`src/rtl/load_unit_if.sv`:
```
// Receive-side loader bus: global status and memory size in, UART byte strobe in,
// sample-memory write port and end/error flags out.
interface load_unit_if #(
  parameter int unsigned DATA_SIZE        = 16,
  parameter int unsigned UART_DATA_SIZE   = 8,
  parameter int unsigned ADDR_SIZE        = 13,
  parameter int unsigned IAGC_STATUS_SIZE = 4
);

  logic [IAGC_STATUS_SIZE-1:0] i_iagc_status;
  logic [ADDR_SIZE-1:0]        i_memory_size;
  logic [UART_DATA_SIZE-1:0]   i_rx_data;
  logic                        i_rx_valid;
  logic [ADDR_SIZE-1:0]        o_waddr;
  logic [DATA_SIZE-1:0]        o_wdata;
  logic                        o_wen;
  logic                        o_end;
  logic                        o_error;

  // Driver side: FSM status, UART receiver and memory sink.
  modport master (
    output i_iagc_status, i_memory_size, i_rx_data, i_rx_valid,
    input  o_waddr, o_wdata, o_wen, o_end, o_error
  );

  // Loader side.
  modport slave (
    input  i_iagc_status, i_memory_size, i_rx_data, i_rx_valid,
    output o_waddr, o_wdata, o_wen, o_end, o_error
  );

endinterface

```
`src/rtl/load_unit.sv`:
```
// UART-to-memory loader: pairs received bytes (low first) into samples, writes them
// to consecutive addresses from 0, flags completion and inter-byte timeouts.
module load_unit #(
  parameter int unsigned DATA_SIZE        = 16,
  parameter int unsigned UART_DATA_SIZE   = 8,
  parameter int unsigned ADDR_SIZE        = 13,
  parameter int unsigned IAGC_STATUS_SIZE = 4,
  parameter logic [IAGC_STATUS_SIZE-1:0] LOAD_STATUS = IAGC_STATUS_SIZE'(6),
  parameter int unsigned TIMEOUT_CYCLES   = 100000,
  parameter int unsigned TIMEOUT_SIZE     = 17
) (
  input logic        i_clock,
  input logic        i_reset,
  load_unit_if.slave bus
);

  localparam logic [ADDR_SIZE-1:0]    ADDR_ONE   = ADDR_SIZE'(1);
  localparam logic [TIMEOUT_SIZE-1:0] TIMER_ONE  = TIMEOUT_SIZE'(1);
  localparam logic [TIMEOUT_SIZE-1:0] TIMER_LAST = TIMEOUT_SIZE'(TIMEOUT_CYCLES - 1);

  typedef enum logic [2:0] {
    ST_IDLE,
    ST_LOW,
    ST_HIGH,
    ST_DONE,
    ST_ERROR
  } state_e;

  state_e                    state_q, state_d;
  logic [ADDR_SIZE-1:0]      addr_q, addr_d;
  logic [TIMEOUT_SIZE-1:0]   timer_q, timer_d;
  logic [UART_DATA_SIZE-1:0] low_q, low_d;
  logic [ADDR_SIZE-1:0]      waddr_q, waddr_d;
  logic [DATA_SIZE-1:0]      wdata_q, wdata_d;
  logic                      wen_q, wen_d;
  logic                      end_q, end_d;
  logic                      error_q, error_d;

  logic load_c;
  logic last_c;
  logic expired_c;

  assign load_c    = (bus.i_iagc_status == LOAD_STATUS);
  assign last_c    = (addr_q == (bus.i_memory_size - ADDR_ONE));
  assign expired_c = (timer_q == TIMER_LAST);

  // Next-state and registered-output logic; wen/end/error are re-asserted every cycle they hold.
  always_comb begin
    state_d = state_q;
    addr_d  = addr_q;
    timer_d = timer_q;
    low_d   = low_q;
    waddr_d = waddr_q;
    wdata_d = wdata_q;
    wen_d   = 1'b0;
    end_d   = 1'b0;
    error_d = 1'b0;

    if (state_q != ST_IDLE && !load_c) begin
      state_d = ST_IDLE;
      addr_d  = '0;
      timer_d = '0;
    end else begin
      case (state_q)
        ST_IDLE: begin
          addr_d  = '0;
          timer_d = '0;
          if (load_c) begin
            if (bus.i_memory_size == '0) begin
              state_d = ST_DONE;
              end_d   = 1'b1;
            end else begin
              state_d = ST_LOW;
            end
          end
        end

        ST_LOW: begin
          if (bus.i_rx_valid) begin
            low_d   = bus.i_rx_data;
            timer_d = '0;
            state_d = ST_HIGH;
          end else if (addr_q != '0) begin
            // Waiting for the very first byte of a load never times out.
            if (expired_c) begin
              state_d = ST_ERROR;
              error_d = 1'b1;
            end else begin
              timer_d = timer_q + TIMER_ONE;
            end
          end
        end

        ST_HIGH: begin
          if (bus.i_rx_valid) begin
            waddr_d = addr_q;
            wdata_d = {bus.i_rx_data, low_q};
            wen_d   = 1'b1;
            timer_d = '0;
            if (last_c) begin
              state_d = ST_DONE;
              end_d   = 1'b1;
            end else begin
              addr_d  = addr_q + ADDR_ONE;
              state_d = ST_LOW;
            end
          end else if (expired_c) begin
            state_d = ST_ERROR;
            error_d = 1'b1;
          end else begin
            timer_d = timer_q + TIMER_ONE;
          end
        end

        ST_DONE:  end_d   = 1'b1;

        ST_ERROR: error_d = 1'b1;

        default: begin
          state_d = ST_IDLE;
          addr_d  = '0;
          timer_d = '0;
        end
      endcase
    end
  end

  always_ff @(posedge i_clock or negedge i_reset) begin
    if (!i_reset) begin
      state_q <= ST_IDLE;
      addr_q  <= '0;
      timer_q <= '0;
      low_q   <= '0;
      waddr_q <= '0;
      wdata_q <= '0;
      wen_q   <= 1'b0;
      end_q   <= 1'b0;
      error_q <= 1'b0;
    end else begin
      state_q <= state_d;
      addr_q  <= addr_d;
      timer_q <= timer_d;
      low_q   <= low_d;
      waddr_q <= waddr_d;
      wdata_q <= wdata_d;
      wen_q   <= wen_d;
      end_q   <= end_d;
      error_q <= error_d;
    end
  end

  assign bus.o_waddr = waddr_q;
  assign bus.o_wdata = wdata_q;
  assign bus.o_wen   = wen_q;
  assign bus.o_end   = end_q;
  assign bus.o_error = error_q;

endmodule

```
`src/flat_wrapper.sv`:
```
// flat-port wrapper written by rule: the top's interface ports become plain ports
module load_unit_flat 
#(
  parameter int unsigned DATA_SIZE        = 16,
  parameter int unsigned UART_DATA_SIZE   = 8,
  parameter int unsigned ADDR_SIZE        = 13,
  parameter int unsigned IAGC_STATUS_SIZE = 4,
  parameter logic [IAGC_STATUS_SIZE-1:0] LOAD_STATUS = IAGC_STATUS_SIZE'(6),
  parameter int unsigned TIMEOUT_CYCLES   = 100000,
  parameter int unsigned TIMEOUT_SIZE     = 17
)
  (i_clock, i_reset, bus_i_iagc_status, bus_i_memory_size, bus_i_rx_data, bus_i_rx_valid, bus_o_waddr, bus_o_wdata, bus_o_wen, bus_o_end, bus_o_error);
  load_unit_if #(.DATA_SIZE(DATA_SIZE), .UART_DATA_SIZE(UART_DATA_SIZE), .ADDR_SIZE(ADDR_SIZE), .IAGC_STATUS_SIZE(IAGC_STATUS_SIZE)) bus_i ();
  input logic i_clock;
  input logic i_reset;
  input wire logic [$bits(bus_i.i_iagc_status)-1:0] bus_i_iagc_status;
  input wire logic [$bits(bus_i.i_memory_size)-1:0] bus_i_memory_size;
  input wire logic [$bits(bus_i.i_rx_data)-1:0] bus_i_rx_data;
  input wire logic [$bits(bus_i.i_rx_valid)-1:0] bus_i_rx_valid;
  output wire logic [$bits(bus_i.o_waddr)-1:0] bus_o_waddr;
  output wire logic [$bits(bus_i.o_wdata)-1:0] bus_o_wdata;
  output wire logic [$bits(bus_i.o_wen)-1:0] bus_o_wen;
  output wire logic [$bits(bus_i.o_end)-1:0] bus_o_end;
  output wire logic [$bits(bus_i.o_error)-1:0] bus_o_error;
  assign bus_i.i_iagc_status = bus_i_iagc_status;
  assign bus_i.i_memory_size = bus_i_memory_size;
  assign bus_i.i_rx_data = bus_i_rx_data;
  assign bus_i.i_rx_valid = bus_i_rx_valid;
  assign bus_o_waddr = bus_i.o_waddr;
  assign bus_o_wdata = bus_i.o_wdata;
  assign bus_o_wen = bus_i.o_wen;
  assign bus_o_end = bus_i.o_end;
  assign bus_o_error = bus_i.o_error;
  load_unit #(.DATA_SIZE(DATA_SIZE), .UART_DATA_SIZE(UART_DATA_SIZE), .ADDR_SIZE(ADDR_SIZE), .IAGC_STATUS_SIZE(IAGC_STATUS_SIZE), .LOAD_STATUS(LOAD_STATUS), .TIMEOUT_CYCLES(TIMEOUT_CYCLES), .TIMEOUT_SIZE(TIMEOUT_SIZE)) u_core (.i_clock(i_clock), .i_reset(i_reset), .bus(bus_i));
endmodule
```
`config.mk`:
```
export PLATFORM = sky130hd
export DESIGN_NAME = load_unit_flat
export DESIGN_NICKNAME = d
export VERILOG_FILES = /design/src/rtl/load_unit_if.sv /design/src/rtl/load_unit.sv /design/src/flat_wrapper.sv
export SDC_FILE = /design/constraint.sdc
export NUM_CORES = 1
export LEC_CHECK = 0
export BUFFER_PORTS_ARGS = -buffer_cell sky130_fd_sc_hd__buf_2
export CELL_PAD_IN_SITES_DETAIL_PLACEMENT = 1
export CELL_PAD_IN_SITES_GLOBAL_PLACEMENT = 1
export CORE_MARGIN = 3
export CORE_UTILIZATION = 46
export CTS_CLUSTER_DIAMETER = 30
export DETAILED_ROUTE_END_ITERATION = 16
export HOLD_SLACK_MARGIN = 0.06
export PLACE_DENSITY = 0.85
export SETUP_SLACK_MARGIN = 0.4
export SLEW_MARGIN = 20
export SYNTH_ARGS = -nofsm -noshare
export SYNTH_HDL_FRONTEND = slang
export SYNTH_SLANG_ARGS = --single-unit
```
`constraint.sdc`:
```
create_clock -name i_clock -period 3.6 [get_ports i_clock]
set_input_delay 0.54 -clock i_clock [delete_from_list [all_inputs] [get_ports i_clock]]
set_output_delay 0.54 -clock i_clock [all_outputs]
set_load 0.02 [all_outputs]
```
==> results of run 1 <==
-- cell type report --
| type | instances | area, µm² |
|---|---|---|
| well taps | 105 | 131 |
| inverters | 9 | 33.8 |
| clock buffers | 9 | 124 |
| clock inverters | 7 | 77.6 |
| fillers | 1021 | 3740 |
| repair buffers | 68 | 375 |
| flip-flops and latches | 73 | 1830 |
| multi-input cells | 352 | 1990 |
-- logic make-up after synthesis --
kind of cell / Yosys count / share of synthesized area (%)
simple gates: 245 / 29.3
flops: 73 / 45.9
compound gates: 70 / 11.6
buf+inv: 37 / 4.09
xor+xnor: 23 / 5.06
mux: 10 / 2.77
fa+ha+maj: 4 / 1.26
-- power by group --
part | internal [W] | leakage, nW | total, W | switching, W
registers | 0.000825 | 1.02 | 0.000829 | 0.00000384
clock network | 0.000326 | 0.100 | 0.000651 | 0.000325
logic | 0.0000329 | 1.10 | 0.0000846 | 0.0000517
total | 0.00118 | 2.21 | 0.00156 | 0.000381
-- worst max-delay path by stage --
stage / slack, ns / start / cells after the start / to
after floorplan: 0.67 / bus_i_memory_size[0] / 13 / u_core.addr_q[10]
after global placement: 0.35 / bus_i_memory_size[0] / 11 / u_core.addr_q[12]
after detailed placement: 0.21 / bus_i_memory_size[0] / 11 / u_core.addr_q[12]
after CTS: 0.54 / bus_i_memory_size[0] / 11 / u_core.addr_q[12]
after global routing: 0.41 / bus_i_memory_size[0] / 11 / u_core.addr_q[12]
final: 0.53 / bus_i_memory_size[0] / 11 / u_core.addr_q[12]
-- routing by layer --
layer  track usage (%)  up-vias  part of all wire, %
li1                  -     1688                    -
met1              28.1     1764                   43
met2              38.4       82                   51
met3              4.88       17                  4.3
met4              7.46        0                  1.7
met5                 0        -                    0
-- cell usage in the layout, fill, tap and decap left out, types with 3 or more instances in the layout --
| master | netlist | routed |
|---|---|---|
| o31ai_1 | 7 | 7 |
| nand2_1 | 126 | 126 |
| a21oi_1 | 8 | 8 |
| nand3b_1 | 3 | 3 |
| clkbuf_8 | 0 | 9 |
| mux2_2 | 8 | 8 |
| or2_2 | 5 | 5 |
| nor4b_1 | 4 | 4 |
| and3_1 | 6 | 6 |
| a31oi_1 | 8 | 8 |
| xor2_1 | 13 | 13 |
| nand2b_1 | 9 | 9 |
| nor4_1 | 3 | 3 |
| dfrtp_1 | 73 | 73 |
| nand3_1 | 20 | 20 |
| nand4_1 | 7 | 7 |
| buf_2 | 1 | 59 |
| o211ai_1 | 4 | 4 |
| inv_1 | 9 | 9 |
| a311oi_1 | 3 | 3 |
| nor3_1 | 11 | 11 |
| o21a_1 | 3 | 3 |
| or4_1 | 3 | 3 |
| xnor2_1 | 10 | 10 |
| o21ai_0 | 20 | 20 |
| ha_1 | 4 | 4 |
| nor2_1 | 33 | 33 |
| buf_4 | 0 | 8 |
-- sequential cells by signal, indices dropped and copies added, names as in the netlist --
register,cells
u_core.addr_q,13
u_core.bus.o_end,1
u_core.bus.o_error,1
u_core.bus.o_waddr,13
u_core.bus.o_wdata,16
u_core.bus.o_wen,1
u_core.low_q,8
u_core.state_q,3
u_core.timer_q,17
-- stage by stage --
step / area (µm²) / cells
detailed placement: 4360 / 607
global route: 4560 / 623
finish: 4560 / 623
floorplan: 3980 / 462
global placement: 4360 / 607
CTS: 4560 / 623
==> results.sh, run 1 <==
export IMPL_status="finished clean"
export IMPL_ys_ff_latch=73
export IMPL_crit_fanout=11
export IMPL_dp_slack_ns=0.205
export IMPL_power_density_nw_per_um2=343
export IMPL_insertion_delay_ns=0.34
export IMPL_finalMaxSlewViolations=0
export IMPL_numCtsBuffers=9
export IMPL_ant_nets=0
export IMPL_rrSetupSlack_ns=0.77
export IMPL_setup_ws_ns=0.528
export IMPL_p_leak_nw=2.21
export IMPL_critical_path_startpoint_type="input pin"
export IMPL_r2r_cells=10
export IMPL_critPathKind="in -> reg"
export IMPL_endpoint_kind="register"
export IMPL_cts_tree="done"
export IMPL_cts_sinks=73
export IMPL_ys_seq_area_share_pct=45.9
export IMPL_cts_resized=0
export IMPL_finalSetupViolCount=0
export IMPL_area_delta_synth_final_pct=14.6
export IMPL_viasPerCell=5.70
export IMPL_r2r_end="u_core.timer_q[7]"
export IMPL_grt_pass1_wl_um=17900
export IMPL_synthFlopType="dfrtp_1"
export IMPL_fp_dieArea_um2=9800
export IMPL_grtUsageTotal_pct=22.5
export IMPL_cp_cell_sequence="buf_2 > inv_1 > ha_1 > or4b_1 > or3_4 > nor3b_2 > a21oi_2 > o31ai_2 > and3_1 > nand2b_4 > o311ai_0"
export IMPL_crit_required_ns=3.79
export IMPL_hold_class="in -> async"
export IMPL_synthTopCellsByCount="nand2_1 (126), dfrtp_1 (73), nor2_1 (33)"
export IMPL_maxCapViolations=0
export IMPL_start_util_pct=48.0
export IMPL_syn_nets=494
export IMPL_synthMostInstantiatedCell="nand2_1"
export IMPL_cp_top_family="simple AND/OR/NAND/NOR gates"
export IMPL_cp_num_buf_inv=2
export IMPL_synth_largest_area_cell="dfrtp_1"
export IMPL_synth_cell_type_count=56
export IMPL_drcViolationCount=0
export IMPL_ios=60
export IMPL_crit_slowest_cell="or4b_1"
export IMPL_slowest_delay_ns=0.57
export IMPL_ys_async_sr_fraction_pct=100
export IMPL_ys_warn_count=0
export IMPL_clockRootBuffer="clkbuf_8"
export IMPL_synth_area_leaders="dfrtp_1 (46%), nand2_1 (12%), nor2_1 (3.1%)"
export IMPL_grt_ovfl_total=0
export IMPL_grt_setup_unrepaired="false"
export IMPL_die_w_um=99.0
export IMPL_peakVddDrop_v=0.000215
export IMPL_cts_setup_buffers=0
export IMPL_postSynthCellCount=462
export IMPL_coreArea_um2=8300
export IMPL_grt_max_degree=44
export IMPL_drtIter0Drc=118
export IMPL_avgSynthCellArea_um2=8.61
export IMPL_cp_arrival_ns=3.26
export IMPL_fmax_mhz=326
export IMPL_rows=33
export IMPL_hold_buffers=0
export IMPL_r2r_start="u_core.addr_q[0]"
export IMPL_clockBufferDepth=2
export IMPL_antenna_found_initial=0
export IMPL_total_power_w=0.00156
export IMPL_layout_drive_gt1_share_pct=20.5
export IMPL_h_tree_depth=3
export IMPL_syn_cell_area_um2=3980
export IMPL_dp_hpwl_um=7700
export IMPL_portBuffers=59
export IMPL_synth_edff_count=0
export IMPL_hold_viol=0
export IMPL_via_count=3551
export IMPL_grt_pass1_vias=3717
export IMPL_totalWireLength_um=10800
export IMPL_period_needed_ns=3.07
export IMPL_fin_tns_setup_ns=0
export IMPL_fin_hold_ws_ns=0.265
export IMPL_fin_crit_sh_pct=85.3
export IMPL_layout_nets=545
export IMPL_slew_headroom_pct=40.7
export IMPL_die_y_um=99.0
export IMPL_firstDrtPassIters=4
export IMPL_clkSlewWorstSetupHoldPaths_ns=0.08
export IMPL_wl_per_cell_um=17.3
export IMPL_gp_congestion=0.881
export IMPL_worst_pin_slew_ns=0.885
export IMPL_synth_top_area_share_pct=45.9
export IMPL_utilization_pct=54.9
export IMPL_clock_skew_ns=0.0106
export IMPL_diodes=0
Note: power is estimated with default switching activity, not from simulation.
==> run 2, diff against run 1 <==
ABC_AREA = 1   (was default)
CORE_UTILIZATION = 47   (was 46)
PLACE_DENSITY = 0.86   (was 0.85)
==> run 2 against run 1 <==
Effect of this change:
- highest routed layer unchanged
- clock skew increased by 0.00072 ns
- hold slack got worse by 0.057 ns
- register-to-register slack improved by 0.11 ns
- critical path type is now reg -> reg
- flip-flop and latch count unchanged
- critical path depth decreased by 3
- maximum frequency increased by 13%
- largest power group unchanged
- non-clock buffer count decreased by 6
==> results.sh, run 2 <==
export IMPL_totalWireLength_um=12400
export IMPL_via_count=4098
export IMPL_coreArea_um2=9330
export IMPL_ys_ff_latch=73
export IMPL_synth_cell_type_count=42
export IMPL_cts_resized=0
export IMPL_final_cell_mix="nand2_1 (128), dfrtp_1 (73), inv_1 (62), buf_2 (59), nor2_1 (56)"
export IMPL_crit_fanout=28
export IMPL_grt_max_degree=31
export IMPL_synthFlopType="dfrtp_1"
export IMPL_endpoint_kind="register"
export IMPL_r2r_cells=8
export IMPL_setup_ws_ns=0.881
export IMPL_ys_async_sr_fraction_pct=100
export IMPL_dp_hpwl_um=9710
export IMPL_fmax_mhz=368
export IMPL_synth_top_family_by_area="simple AND/OR/NAND/NOR gates"
export IMPL_layout_nets=660
export IMPL_grt_pass1_wl_um=21300
export IMPL_largest_register_ffs=17
export IMPL_wl_per_cell_um=16.3
export IMPL_critPathKind="reg -> reg"
export IMPL_gp_congestion=0.865
export IMPL_die_y_um=105
export IMPL_hold_class="in -> async"
export IMPL_hold_buffers=0
export IMPL_regMostFlops="u_core.timer_q"
export IMPL_ant_nets=0
export IMPL_clkSlewWorstSetupHoldPaths_ns=0.09
export IMPL_synthMostInstantiatedCell="nand2_1"
export IMPL_synth_largest_area_cell="dfrtp_1"
export IMPL_antenna_found_initial=0
export IMPL_peakVddDrop_v=0.000287
export IMPL_grt_setup_unrepaired="false"
export IMPL_clockBufferDepth=2
export IMPL_slew_headroom_pct=49.8
export IMPL_crit_start="u_core.state_q[0]"
export IMPL_layout_commonest_cell="nand2_1"
export IMPL_fin_crit_sh_pct=75.5
export IMPL_grt_pass1_vias=4410
export IMPL_status="finished clean"
export IMPL_cp_arrival_ns=2.99
export IMPL_hold_viol=0
export IMPL_synth_area_mux_share_pct=6.16
export IMPL_syn_nets=602
export IMPL_worst_pin_slew_ns=0.751
export IMPL_period_needed_ns=2.72
export IMPL_synth_xor_area_share_pct=3.26
export IMPL_r2r_end="u_core.bus.o_waddr[4]"
export IMPL_fin_tns_setup_ns=0
export IMPL_maxCapViolations=0
export IMPL_finalSetupViolCount=0
export IMPL_synth_area_leaders="dfrtp_1 (40%), nand2_1 (11%), mux2_2 (6.2%)"
export IMPL_rrSetupSlack_ns=0.88
export IMPL_total_power_w=0.00249
export IMPL_r2r_start="u_core.state_q[0]"
export IMPL_cts_setup_buffers=0
export IMPL_synthAdderAreaFrac_pct=1.10
export IMPL_rows=35
export IMPL_layout_drive_gt1_share_pct=24.5
export IMPL_dp_slack_ns=0.891
export IMPL_insertion_delay_ns=0.35
export IMPL_synthTopCellsByCount="nand2_1 (128), dfrtp_1 (73), inv_1 (62)"
export IMPL_avgSynthCellArea_um2=8.01
export IMPL_grtUsageTotal_pct=23.9
export IMPL_finalMaxSlewViolations=0
export IMPL_synth_compound_area_share_pct=6.14
export IMPL_synth_edff_count=0
export IMPL_drtIter0Drc=173
export IMPL_power_density_nw_per_um2=487
export IMPL_ys_warn_count=0
export IMPL_viasPerCell=5.38
export IMPL_start_util_pct=49.0
export IMPL_die_w_um=105
export IMPL_fp_dieArea_um2=10900
export IMPL_cts_tree="done"
export IMPL_fin_hold_ws_ns=0.208
export IMPL_critical_path_startpoint_type="register"
export IMPL_crit_required_ns=3.87
export IMPL_numCtsBuffers=9
export IMPL_clockRootBuffer="clkbuf_8"
export IMPL_clock_skew_ns=0.0113
export IMPL_critPathCapture="u_core.bus.o_waddr[4]"
export IMPL_diodes=0
export IMPL_synth_top_area_share_pct=40.0
export IMPL_portBuffers=59
export IMPL_grt_ovfl_total=0
export IMPL_drcViolationCount=0
export IMPL_firstDrtPassIters=4
export IMPL_syn_cell_area_um2=4570
export IMPL_ys_seq_area_share_pct=40.0
export IMPL_synth_simple_area_share_pct=35.1
export IMPL_ios=60
export IMPL_area_delta_synth_final_pct=11.9
export IMPL_cts_sinks=73
export IMPL_p_leak_nw=2.49
export IMPL_h_tree_depth=3
export IMPL_postSynthCellCount=570
==> run 2: worst max-delay path, cell delays in order (launching register included) <==
cell and delay, ns:
dfrtp_1 0.45, nor2_1 0.16, nand2_1 0.39, nor2_2 0.38
inv_1 0.16, nor2_4 0.60, buf_4 0.31, nor2_1 0.06
a21oi_1 0.13
==> run 2: worst min-delay path by stage <==
stage | endpoint | slack, ns | cells after the start
finish | u_core.bus.o_waddr[0] | 0.21 | 1
global route | u_core.bus.o_wdata[14] | 0.24 | 1
CTS | u_core.bus.o_wdata[14] | 0.21 | 1
detailed placement | u_core.bus.o_wdata[11] | 0.49 | 1
global placement | u_core.low_q[6] | 0.47 | 2
floorplan | u_core.addr_q[0] | 0.24 | 0
==> run 2: layout make-up <==
cell class	instances	area [µm²]
Multi-Input combinational cell	415	2370
Tap cell	129	161
Fill cell	1196	4220
Inverter	67	254
Sequential cell	73	1830
Clock buffer	9	124
Timing Repair Buffer	62	318
Clock inverter	7	60.1
==> run 2: kinds of logic (layout without fill, tap and decap cells) <==
| logic type | after synthesis | after routing |
|---|---|---|
| and+or+nand+nor | 322 | 322 |
| AOI/OAI and AO/OA | 47 | 47 |
| muxes | 25 | 25 |
| buffers and inverters | 82 | 145 |
| adders and majority gates | 4 | 4 |
| DFF | 73 | 73 |
| xor gates and xnor gates | 17 | 17 |
==> run 2: where the power goes <==
group,total [W],switching [W],internal (W)
clock network,0.000617,0.000355,0.000262
logic,0.000824,0.000573,0.000251
registers,0.00105,0.0000823,0.000964
==> run 2: routing by layer <==
metal	wire [µm]	global-route usage (%)	part of all wire, %	up-vias
met5	0	0	0	-
met4	257	7.87	2.1	0
met3	574	4.76	4.6	26
met2	6370	42.4	51	99
met1	5240	29.0	42	1976
li1	-	-	-	1997
==> run 2: metrics by stage <==
stage | cells | utilization, % | instance area [µm²]
floorplan | 570 | - | 4570
global placement | 746 | 52.8 | 4930
detailed placement | 746 | 52.8 | 4930
CTS | 762 | 54.8 | 5110
global route | 762 | 54.8 | 5110
finish | 762 | 54.8 | 5110
